==> src/rtl/multicycle_ctrl_pkg.sv <==
// Shared encodings for the multi-cycle MIPS controller: FSM states, bundle bit
// positions, PC source selects and fault causes.
package multicycle_ctrl_pkg;

    typedef enum logic [3:0] {
        StFetch  = 4'd0,
        StDecode = 4'd1,
        StExec   = 4'd2,
        StAddr   = 4'd3,
        StMem    = 4'd4,
        StWb     = 4'd5,
        StBranch = 4'd6,
        StJump   = 4'd7,
        StFault  = 4'd8
    } state_t;

    localparam int unsigned SigAluSrc   = 7;
    localparam int unsigned SigMemToReg = 6;
    localparam int unsigned SigRegWrite = 5;
    localparam int unsigned SigMemRead  = 4;
    localparam int unsigned SigMemWrite = 3;
    localparam int unsigned SigBranch   = 2;
    localparam int unsigned SigEq       = 1;
    localparam int unsigned SigGoto     = 0;

    localparam logic [1:0] PcSrcPlus4  = 2'd0;
    localparam logic [1:0] PcSrcBranch = 2'd1;
    localparam logic [1:0] PcSrcJump   = 2'd2;

    localparam logic [1:0] CauseNone    = 2'b00;
    localparam logic [1:0] CauseIllegal = 2'b01;
    localparam logic [1:0] CauseTimeout = 2'b10;

    // Only the bundle bits consulted after DECODE are kept.
    typedef struct packed {
        logic alu_src;
        logic mem_to_reg;
        logic mem_read;
        logic mem_write;
        logic eq;
    } ctrl_t;

endpackage

==> src/rtl/mc_wait_timer.sv <==
// Memory-wait watchdog: counts stalled cycles and flags the last permitted one.
module mc_wait_timer #(
    parameter int unsigned MEM_TIMEOUT = 16
) (
    input  logic clk_i,
    input  logic rst_i,
    input  logic clr_i,
    input  logic en_i,
    output logic expired_o
);

    logic [7:0] cnt_q, cnt_d;

    always_comb begin
        cnt_d = cnt_q;
        if (clr_i) begin
            cnt_d = '0;
        end else if (en_i) begin
            cnt_d = cnt_q + 8'd1;
        end
    end

    always_ff @(posedge clk_i) begin
        if (rst_i) begin
            cnt_q <= '0;
        end else begin
            cnt_q <= cnt_d;
        end
    end

    assign expired_o = (cnt_q == 8'(MEM_TIMEOUT - 1));

endmodule

==> src/rtl/multicycle_ctrl.sv <==
// Multi-cycle sequencing FSM for the MIPS core: per-state datapath enables,
// memory-wait watchdog, illegal-instruction fault and retired-instruction count.
module multicycle_ctrl
    import multicycle_ctrl_pkg::*;
#(
    parameter int unsigned MEM_TIMEOUT = 16,
    parameter int unsigned RETIRE_W    = 32
) (
    input  logic                clk,
    input  logic                rst,
    input  logic [7:0]          signals,
    input  logic                reg_res,
    input  logic                alu_zero,
    input  logic                mem_ready,
    output logic                pc_write,
    output logic [1:0]          pc_src,
    output logic                ir_write,
    output logic                mem_req,
    output logic                mem_we,
    output logic                addr_sel,
    output logic                alu_src,
    output logic                alu_sub,
    output logic                reg_write,
    output logic                mem_to_reg,
    output logic                reg_dst,
    output logic                fault,
    output logic [1:0]          fault_cause,
    output logic [RETIRE_W-1:0] retired,
    output logic [3:0]          state
);

    state_t                state_q, state_d;
    ctrl_t                 ctrl_q;
    logic                  reg_res_q;
    logic [1:0]            cause_q, cause_d;
    logic [RETIRE_W-1:0]   retired_q;
    logic                  retire;
    logic                  wait_en;
    logic                  wait_clr;
    logic                  expired;

    mc_wait_timer #(
        .MEM_TIMEOUT (MEM_TIMEOUT)
    ) u_wait_timer (
        .clk_i     (clk),
        .rst_i     (rst),
        .clr_i     (wait_clr),
        .en_i      (wait_en),
        .expired_o (expired)
    );

    always_comb begin
        state_d = state_q;
        cause_d = cause_q;
        retire  = 1'b0;
        wait_en = 1'b0;
        unique case (state_q)
            StFetch: begin
                // mem_ready beats the watchdog in the same cycle
                if (mem_ready) begin
                    state_d = StDecode;
                end else if (expired) begin
                    state_d = StFault;
                    cause_d = CauseTimeout;
                end else begin
                    wait_en = 1'b1;
                end
            end
            StDecode: begin
                if (signals[SigGoto]) begin
                    state_d = StJump;
                end else if (signals[SigBranch]) begin
                    state_d = StBranch;
                end else if (signals[SigMemRead] || signals[SigMemWrite]) begin
                    state_d = StAddr;
                end else if (signals[SigRegWrite]) begin
                    state_d = StExec;
                end else begin
                    state_d = StFault;
                    cause_d = CauseIllegal;
                end
            end
            StExec: state_d = StWb;
            StAddr: state_d = StMem;
            StMem: begin
                if (mem_ready) begin
                    if (ctrl_q.mem_read) begin
                        state_d = StWb;
                    end else begin
                        retire  = 1'b1;
                        state_d = StFetch;
                    end
                end else if (expired) begin
                    state_d = StFault;
                    cause_d = CauseTimeout;
                end else begin
                    wait_en = 1'b1;
                end
            end
            StWb, StBranch, StJump: begin
                retire  = 1'b1;
                state_d = StFetch;
            end
            StFault: state_d = StFault;
            default: state_d = StFetch;
        endcase
    end

    assign wait_clr = (state_d != state_q);

    always_ff @(posedge clk) begin
        if (rst) begin
            state_q   <= StFetch;
            ctrl_q    <= '0;
            reg_res_q <= 1'b0;
            cause_q   <= CauseNone;
            retired_q <= '0;
        end else begin
            state_q <= state_d;
            cause_q <= cause_d;
            if (state_q == StDecode) begin
                ctrl_q    <= '{alu_src:    signals[SigAluSrc],
                              mem_to_reg: signals[SigMemToReg],
                              mem_read:   signals[SigMemRead],
                              mem_write:  signals[SigMemWrite],
                              eq:         signals[SigEq]};
                reg_res_q <= reg_res;
            end
            if (retire) begin
                retired_q <= retired_q + RETIRE_W'(1);
            end
        end
    end

    always_comb begin
        pc_write   = 1'b0;
        pc_src     = PcSrcPlus4;
        ir_write   = 1'b0;
        mem_req    = 1'b0;
        mem_we     = 1'b0;
        addr_sel   = 1'b0;
        alu_src    = 1'b0;
        alu_sub    = 1'b0;
        reg_write  = 1'b0;
        mem_to_reg = 1'b0;
        reg_dst    = 1'b0;
        fault      = 1'b0;
        unique case (state_q)
            StFetch: begin
                mem_req = 1'b1;
                if (mem_ready) begin
                    ir_write = 1'b1;
                    pc_write = 1'b1;
                end
            end
            StExec: alu_src = ctrl_q.alu_src;
            StAddr: alu_src = 1'b1;
            StMem: begin
                mem_req  = 1'b1;
                addr_sel = 1'b1;
                mem_we   = ctrl_q.mem_write;
            end
            StWb: begin
                reg_write  = 1'b1;
                mem_to_reg = ctrl_q.mem_to_reg;
                reg_dst    = reg_res_q;
            end
            StBranch: begin
                alu_sub  = 1'b1;
                pc_src   = PcSrcBranch;
                pc_write = ctrl_q.eq ? alu_zero : ~alu_zero;
            end
            StJump: begin
                pc_src   = PcSrcJump;
                pc_write = 1'b1;
            end
            StFault: fault = 1'b1;
            default: ;
        endcase
    end

    assign fault_cause = cause_q;
    assign retired     = retired_q;
    assign state       = state_q;

endmodule
==> config.mk <==
export PLATFORM = sky130hd
export DESIGN_NAME = multicycle_ctrl
export DESIGN_NICKNAME = d
export VERILOG_FILES = /design/src/rtl/multicycle_ctrl_pkg.sv /design/src/rtl/mc_wait_timer.sv /design/src/rtl/multicycle_ctrl.sv
export SDC_FILE = /design/constraint.sdc
export NUM_CORES = 1
export LEC_CHECK = 0
export BUFFER_PORTS_ARGS = -buffer_cell sky130_fd_sc_hd__buf_4
export CAP_MARGIN = 20
export CORE_MARGIN = 2
export CORE_UTILIZATION = 44
export CTS_CLUSTER_DIAMETER = 80
export DETAILED_ROUTE_END_ITERATION = 10
export MAX_ROUTING_LAYER = met4
export PLACE_DENSITY = 0.71
export SYNTH_ARGS = -nofsm -noshare
export SYNTH_HDL_FRONTEND = slang
export SYNTH_SLANG_ARGS = --single-unit
==> constraint.sdc <==
create_clock -name clk -period 1.95 [get_ports clk]
set_input_delay 0.39 -clock clk [delete_from_list [all_inputs] [get_ports clk]]
set_output_delay 0.39 -clock clk [all_outputs]
set_load 0.02 [all_outputs]
-- Yosys cells after proc, flatten, opt, wreduce, memory -nomap -nowiden
Cells that the tools add are included.
- output and inout port bits: 51
- register bits after elaboration: 52
- input bits: 13
- word-level logic and storage cells: 72
- equality and inequality tests: 16
- $add $sub $neg: 2
- bitwise logic cells: 1
- reductions and logical operators: 7
- muxes and demuxes: 36
- operators by type and width (operator ; count):
    32-bit by 1-bit adder with 32-bit output, second input constant ; 1
    4-bit two-way mux ; 7
    4-bit one-hot mux with 6 select lines ; 1
    4-bit by 3-bit == test with 1-bit output, second input constant ; 4
    1-bit two-way mux ; 16
    2-bit two-way mux ; 6
    2-bit inequality test, second input constant ; 5
    8-bit by 1-bit adder with 8-bit output, second input constant ; 1
    4-bit by 2-bit == test with 1-bit output, second input constant ; 2
    8-bit by 4-bit == test with 1-bit output, second input constant ; 1
    2-bit one-hot mux with 2 select lines ; 2
    7-bit AND reduction ; 1
    4-bit by 1-bit == test with 1-bit output, second input constant ; 1
    4-bit == test, second input constant ; 1
    4-bit zero test ; 1
    4-bit inequality test ; 1
    1-bit one-hot mux with 2 select lines ; 2
    2-bit OR reduction ; 2
    3-bit two-way mux ; 1
    1-bit one-hot mux with 3 select lines ; 1
    3-bit OR reduction ; 1
    2-bit by 1-bit inequality test with 1-bit output, second input constant ; 1
    2-bit nonzero test ; 1
    1-bit logical OR ; 1
    1-bit inverter ; 1

-- Depth between registers and ports, before layout
Gate-level depths: netlist (run 1).
- depth in word-level cells: 7
- mapped depth: 7
- depth with buffers taken out: 6

-- By module
Synthesis (run 1) repeated with hierarchy kept, for this count alone.
- cells, all modules: 315
- area total of the unflattened synthesis: 2610.0 sq um
- modules (own cells, without submodules) (module ; cells an instance ; sequential area each (sq um) ; instances ; area an instance (sq um)):
    multicycle_ctrl ; 275 ; 880.8 ; 1 ; 2252.2
    mc_wait_timer ; 40 ; 160.2 ; 1 ; 357.8

-- Worst setup path before layout (run 1)
No wires, ideal clock.
- path kind: reg-to-output
- from: register state_q[1] (netlist: state[1])
- to: output pc_src[0]
- path buffers: 2
- cell stages (with the launch flop): 5
- required time: 1.560 ns
- setup slack: -0.091 ns
- arrival time: 1.651 ns
- cell sequence: dfxtp_1 > clkbuf_1 > inv_1 > nor3_1 > buf_4
- longest elaborated chain between the ends: 2
- elaborated cells on any way between the ends: 3
- classes of those cells: 2 x eq/ne; 1 x mux
- RTL lines (item ; RTL line ; text):
    start: declaration ; multicycle_ctrl.sv:32 ; state_t state_q, state_d;
    start signal: assignment ; multicycle_ctrl.sv:113 ; state_q <= StFetch;
    start signal: assignment ; multicycle_ctrl.sv:119 ; state_q <= state_d;
    4-bit by 3-bit == test with 1-bit output ; multicycle_ctrl.sv:148 ; unique case (state_q)
    2-bit one-hot mux with 2 select lines (*) ; multicycle_ctrl.sv:148 ;
    end: declaration ; multicycle_ctrl.sv:16 ; output logic [1:0] pc_src,
Every way passes the cells marked *; elsewhere a longest branch is shown, timed or not.

-- Worst setup path in the final report (run 1)
- from: register retired_q[10] (netlist: retired[10])
- to: register retired_q[27] (netlist: retired[27])
- longest elaborated chain between the ends: 1
- RTL lines (item ; RTL line ; text):
    start: declaration ; multicycle_ctrl.sv:36 ; logic [RETIRE_W-1:0] retired_q;
    start signal: assignment ; multicycle_ctrl.sv:130 ; retired_q <= retired_q + RETIRE_W'(1);
    32-bit by 1-bit adder with 32-bit output ; multicycle_ctrl.sv:130 ;
Every way passes these cells.
A chain may end at the register's enable or synchronous reset.

==> results of run 1 <==
[timing repair]
item	in CTS	in global routing
pin swaps	0	1
resized for setup	1	15
hold endpoints to repair	0	0
endpoints found under the setup margin	2	18
[cell type report]
class,count,area (µm²)
fill,495,2010
multi-input combinational,225,1540
sequential,52,1050
timing repair buffer,96,749
tap,72,90.1
clock buffer,5,68.8
clock inverter,3,42.5
inverter,8,30.0
[worst paths after layout]
kind | start | end | slack, ps
setup / recovery | retired[10] | retired[27] | 60
hold / removal | signals[1] | ctrl_q[0] | 330
setup reg to reg | retired[10] | retired[27] | 60
hold reg to reg | fault_cause[1] | fault_cause[1] | 480
[cells by family after synthesis]
logic type,Yosys count,synth area share
simple gates,150,0.321
flops,52,0.405
xor+xnor,33,0.112
compound gates,31,0.0759
buf+inv,23,0.0418
mux,9,0.0350
fa+ha+maj,2,0.00973
[Yosys cell counts, drive strengths merged (3+ instances only)]
| library cell | number | area, µm² |
|---|---|---|
| nor2 | 52 | 195 |
| inv | 8 | 30.0 |
| and3 | 6 | 37.5 |
| xor2 | 5 | 43.8 |
| and2 | 3 | 18.8 |
| nand2b | 5 | 31.3 |
| o21ai | 8 | 40.0 |
| nor4 | 13 | 96.3 |
| clkbuf | 9 | 33.8 |
| and4 | 3 | 26.3 |
| mux2i | 9 | 90.1 |
| a21oi | 13 | 65.1 |
| buf | 6 | 43.8 |
| nand3 | 9 | 45.0 |
| nand4 | 10 | 68.8 |
| nor3 | 16 | 115 |
| or3 | 4 | 25.0 |
| dfxtp | 52 | 1040 |
| xnor2 | 28 | 245 |
| nand2 | 16 | 60.1 |
[sequential cells by signal, indices dropped and copies added (netlist names)]
| name | count |
|---|---|
| retired | 32 |
| state | 4 |
| ctrl_q | 5 |
| u_wait_timer.cnt_q | 8 |
| reg_res_q | 1 |
| fault_cause | 2 |
[per-stage QoR]
stage	area [µm²]	setup WS [ps]	total power, mW	cells	utilization
2_1_floorplan	2590	14.4	1.33	300	-
3_3_place_gp	3360	74.7	1.47	453	0.604
3_5_place_dp	3360	40.4	1.48	453	0.604
4_1_cts	3480	16.1	2.22	461	0.624
5_1_grt	3560	-51.0	2.29	461	0.639
6_report	3560	62.6	2.20	461	0.639
[placed cells by master, fill, tap and decap left out, types with 4 or more instances in the layout]
master	instances
buf_4	93
nor2_1	50
dfxtp_1	48
xnor2_1	28
nand2_1	16
a21oi_1	13
nor3_2	9
nand4_1	9
nand3_1	9
mux2i_1	9
inv_1	8
o21ai_0	8
nor4_2	7
nor3_1	7
and3_1	6
nand2b_1	5
xor2_1	5
clkbuf_8	5
or3_1	4
nor4_1	4
dfxtp_2	4
[routing by layer]
metal,part of all wire,track usage
met3,0.048,0.0348
met4,0.0038,0.0458
met1,0.48,0.249
met5,0,-
met2,0.47,0.328
[power groups by stage]
stage	clock network (mW)	registers (mW)	logic [mW]
after floorplan	0	1.14	0.187
after global placement	0	1.13	0.344
after detailed placement	0	1.13	0.348
after CTS	0.760	1.11	0.350
after global routing	0.796	1.11	0.387
final	0.739	1.11	0.355
[worst register-to-register path: stages (launching register included)]
cell     delay (ps)
dfxtp_2         370
nand4_2         110
or4_1           540
buf_6           200
nor4_2          320
xnor2_1         160
nor2_1           60
==> results.txt, run 1 <==
On the final layout, the worst clock skew is 12.6 ps. The number of buffers inserted for hold repair after clock tree synthesis is 0. The number of setup buffers added after CTS is 0. The internal power consumption came out at 1.63 mW. Setup repair after global routing could not meet its margin everywhere. Clock latency on the worst-skew pair, taken at its later pin, is 310 ps. The combinational share of power came out at 0.161.

The largest fanout on the critical path came out at 19. The instance count of the mapped netlist is 300. The count of endpoints failing hold in the final timing report is 0. The share of the Yosys chip area taken by registers is 0.405.

The I/O pin count is 64. The clock-pin slew on the worst setup and hold paths is 90 ps. The number of clock buffers inserted by TritonCTS came out at 5. STA classifies the critical path startpoint as a flip-flop.

The flow ran to the end, and the final reports show no timing, DRC or antenna violations. After the first detailed-routing iteration, the DRC count stood at 76. The worst-case reg-to-reg path depth came out at 6.

The total net switching power came out at 0.570 mW. VDD sags by at most 0.000427 V. The detailed-route vias per instance is 5.15. The count of antenna-violating nets left after detailed routing is 0. Traced cell by cell, the critical path runs through nand4_2 -> or4_1 -> buf_6 -> nor4_2 -> xnor2_1 -> nor2_1. The total of max-cap violations is 0. Routability-driven placement finished with a final weighted congestion of 0.857.

At the pin with the least slew margin, the transition time is 563 ps. The total wire length is 5.98 mm. Counting instances, the worst hold path has a depth of 3. The via count of the first global-routing pass is 2,209.

The netlist area before placement came out at 2570 µm². The final-stage net count is 403. The final count of negative-setup-slack endpoints came out at 0.

The clock power share came out at 0.336. The maximum buffer depth of the clock tree is 2. The first global-routing pass estimated 9.96 mm of wire. Each instance of the synthesized netlist takes up on average 8.57 µm².

In this run the tightest slew margin relative to its limit is 0.623. The share of total power consumed by net switching is 0.259. The HPWL reported at the end of detailed placement came out at 4.34 mm. Subtracting the final worst setup slack from the clock period gives 1890 ps. The critical path is of the flip-flop to flip-flop type. The data required time of the critical path is 2130 ps.

The overflow left after global routing is 0. The critical path endpoint category is a flip-flop. The number of antenna violations at the first check in global routing came out at 0. TritonCTS built the clock tree.

Counting flops with a built-in enable in the synthesized netlist gives 0. The initial core utilization is 0.462. The remaining routing DRC violations came out at 0. The die is 80.5 µm tall. The worst hold slack after final layout came out at 326 ps. The H-tree was split into 2 levels. The worst path buffer plus inverter count is 1. The peak clock frequency supported by timing is 530 MHz. Setup total negative slack on the finished layout was measured at 0 ps. The number of pins exceeding their max-slew limit in the final report came to 0. The depth of the critical timing path with buffers and inverters included came out at 6. The power density of the placed cells is 618 nW/µm². The async set or reset register ratio after synthesis is 0.

From synthesis to final layout, the design area changed by 38.5%. The area of the placeable core is 5570 µm². The tree is rooted in a clkbuf_8. The repair_antennas step left the layout with diodes totalling 0. The worst path arrival time is 2070 ps.

Among all stages on the critical path, the largest delay is contributed by or4_1. The worst hold path belongs to the class input port to flip-flop. The die covers 6470 µm². The net count after synthesis came out at 315. The final route contains 2,374 vias. Counting flops and latches in the post-synthesis netlist gives 52. The count of yosys warnings during synthesis came out at 0. The most frequently used flop master after synthesis is dfxtp_1. Before antenna repair, the detailed router went through 4 iterations. In this run the tool buffered the top-level ports with 63 buffer cells. Among cell families on the critical path, the largest total delay comes from simple AND/OR/NAND/NOR gates.

The placement row count came out at 27. The number of library cell types mapped by synthesis is 44. The per-cell routed wire length is 13.0 µm. The pin count of the biggest net entering global routing is 45.

The portion of the clock cycle consumed by the worst path in the final layout came out at 0.968. The critical path's largest stage delay came out at 540 ps. The die extent in x came out at 80.5 µm. Clock tree synthesis found a total of 52 sinks.

The sequential power share came out at 0.503. The static leakage is 1.40 nW. The proportion of layout cells with a drive suffix above 1 is 0.357. The total track usage came out at 0.196.
Note: power is estimated with default switching activity, not from simulation.
==> run 2, diff against run 1 <==
--- a/config.mk
+++ b/config.mk
@@ -7,12 +7,14 @@
 export LEC_CHECK = 0
 export BUFFER_PORTS_ARGS = -buffer_cell sky130_fd_sc_hd__buf_4
 export CAP_MARGIN = 20
+export CELL_PAD_IN_SITES_DETAIL_PLACEMENT = 1
+export CELL_PAD_IN_SITES_GLOBAL_PLACEMENT = 1
 export CORE_MARGIN = 2
-export CORE_UTILIZATION = 44
+export CORE_UTILIZATION = 39
 export CTS_CLUSTER_DIAMETER = 80
 export DETAILED_ROUTE_END_ITERATION = 10
 export MAX_ROUTING_LAYER = met4
-export PLACE_DENSITY = 0.71
+export PLACE_DENSITY_LB_ADDON = 0.1
 export SYNTH_ARGS = -nofsm -noshare
 export SYNTH_HDL_FRONTEND = slang
 export SYNTH_SLANG_ARGS = --single-unit
==> constraint.sdc (replaced) <==
create_clock -name clk -period 2.1 [get_ports clk]
set_input_delay 0.42 -clock clk [delete_from_list [all_inputs] [get_ports clk]]
set_output_delay 0.42 -clock clk [all_outputs]
set_load 0.02 [all_outputs]
==> results.txt, run 2 (same netlist as run 1, synthesis figures left out) <==
The via count of the first global-routing pass came to 2,486 (+13%). The overflow left after global routing came out at 0 (unchanged). The root buffer selected by CTS is clkbuf_8. The CTS H-tree depth is 2 (unchanged). The slew at the pin closest to its max-slew limit was 459 ps (-105 ps). The detailed-route vias per instance is 5.26 (+2.1%). The combinational share of power came out at 0.159 (-0.002). The data required time of the critical path came out at 2290 ps (+160 ps).

The total net switching power is 0.521 mW (-8.6%). The floorplan die area came to 7260 µm² (+12%). The internal power consumption came out at 1.38 mW (-15%). Setup repair after global routing left no endpoint under its margin.

The via total after detailed routing is 2,409 (+1.5%). The placed standard-cell area is 3280 µm² (-2.6%). The global-route wire length before repair is 11.8 mm (+19%). The power density of the placed cells came to 566 nW/µm² (-8.4%). The remaining routing DRC violations is 0 (unchanged).

The maximum buffer depth of the clock tree came out at 2 (unchanged). The initial core utilization came out at 0.405 (-0.0564). The vertical die dimension is 85.2 µm (+5.9%). The final design utilization is 0.530 (-0.109). The final weighted congestion of routability-driven global placement came to 0.798 (-6.9%). The number of gates resized after cts came out at 0 (-1).

The path class of the tightest hold or removal check is input port to flip-flop. The flow ran to the end, and the final reports show no timing, DRC or antenna violations. The count of inserted antenna diode cells is 0 (unchanged). The number of iterations in the first detailed-routing pass came to 4 (unchanged). The number of DRC violations after detailed-routing iteration 0 is 35 (-54%).

The worst ir drop on vdd came out at 0.000280 V (-34%). The static leakage is 1.30 nW (-7.2%). The count of antenna-violating nets left after detailed routing is 0 (unchanged). The clock insertion delay at the later pin of the skew report is 300 ps (about the same). The number of clock buffers inserted by TritonCTS came out at 5 (unchanged). The total track usage is 0.207 (+0.0105).

The total negative setup slack is 0 ps (unchanged). By startpoint and endpoint, the worst setup path is classified as flip-flop to flip-flop. The CTS sink count is 52 (unchanged). The HPWL reported at the end of detailed placement is 5.11 mm (+18%). The I/O pin count is 64 (unchanged). The total wire length came out at 6.89 mm (+15%). The library cell used most frequently in the layout, excluding fill and tap cells, is buf_4.

The synthesis-to-layout area growth is 30.8%. The number of pins exceeding their max-slew limit in the final report came to 0 (unchanged). The number of antenna violations at the first check in global routing is 0 (unchanged).

The time the worst path needs with I/O delays and setup came out at 2000 ps (+109 ps). The number of flip-flops in the largest register is 32 (unchanged). The sequential power share is 0.542 (+0.039). The die extent in x came to 85.2 µm (+5.9%). The final-stage net count came out at 395 (-2.0%). TritonCTS built the clock tree. The peak clock frequency supported by timing came to 501 MHz (-5.5%). The number of buffers inserted for hold repair after clock tree synthesis was 0 (unchanged). The cell area after layout is 3370 µm² (-5.5%). The count of endpoints failing hold in the final timing report was 0 (unchanged). The worst clock skew came out at 10.4 ps (-2.20 ps). The worst path arrival time came out at 2180 ps (+110 ps). The final count of negative-setup-slack endpoints is 0 (unchanged). The share of total power consumed by net switching is 0.273 (+0.0144). The setup fix buffers added after clock tree synthesis is 0 (unchanged). In the layout the commonest cells are buf_4 (87), nor2_1 (52), dfxtp_1 (51), xnor2_1 (28), nand2_1 (16). The area of the placeable core came out at 6350 µm² (+14%). The worst setup path is captured at a flip-flop. STA classifies the critical path startpoint as a flip-flop.

The per-cell routed wire length was 15.0 µm (+16%). The placement row count came out at 29 (+7.4%). The portion of the clock cycle consumed by the worst path in the final layout is 0.951 (-0.0171). The proportion of layout cells with a drive suffix above 1 came out at 0.294 (-0.0634).

The largest fanout on the critical path is 19 (unchanged). The tightest slew margin relative to the limit is 0.694 (+0.0708). The clock power share came out at 0.299 (-0.037). The pin count of the biggest net entering global routing came to 45 (unchanged). The total of max-cap violations is 0 (unchanged). The post-layout worst setup margin came out at 103 ps (+40.7 ps).

The clock-pin slew on the worst setup and hold paths is 100 ps (about the same). The number of buffers inserted by port buffering is 63 (unchanged). The worst slack at placement is 96.8 ps (+56.5 ps).
## run 2: changes by cell type in the layout (fill, tap and decap cells not counted), sizes merged
cell      previous run  this run
clkinvlp             1         0
clkbuf               5         7
buf                 96        88
bufinv               1         0
## run 2: cell type report
type / count / area [µm²]
clock inverter: 1 / 8.76
timing repair buffer: 88 / 673
sequential: 52 / 1040
multi-input combinational: 225 / 1440
fill: 792 / 2980
inverter: 8 / 30.0
tap: 77 / 96.3
clock buffer: 7 / 76.3
## run 2: final timing paths
check | startpoint | to | slack [ps] | depth (start not counted)
worst max-delay path | retired[9] | retired[29] | 100 | 6
worst min-delay path | signals[7] | ctrl_q[4] | 360 | 3
worst max register to register | retired[9] | retired[29] | 100 | 6
worst min register to register | fault_cause[1] | fault_cause[1] | 490 | 2
## run 2: layer usage
| layer | routed length, µm | global-route usage |
|---|---|---|
| met5 | 0 | - |
| met4 | 101 | 0.0577 |
| met3 | 326 | 0.0467 |
| met2 | 3430 | 0.354 |
| met1 | 3030 | 0.244 |
## run 2: worst max-delay path: stages, from the launching register on
cell and delay (ps):
dfxtp_1 370, nand4_2 140, or4_1 600, buf_12 190, nor4_1 360, xnor2_1 170
nor2_1 60
## run 2: per-stage QoR
stage	hold slack [ps]	power (mW)	std cells
6_report	358	1.90	458
5_1_grt	361	2.01	458
4_1_cts	350	1.94	458
3_5_place_dp	481	1.36	450
3_3_place_gp	469	1.35	450
2_1_floorplan	452	1.23	300
## run 2: power by group through the flow
stage          Combinational, mW  Clock, mW  Sequential (mW)
2_1_floorplan              0.169          0             1.06
3_3_place_gp               0.300          0             1.05
3_5_place_dp               0.303          0             1.06
4_1_cts                    0.305      0.602             1.03
5_1_grt                    0.335      0.641             1.04
6_report                   0.303      0.569             1.03
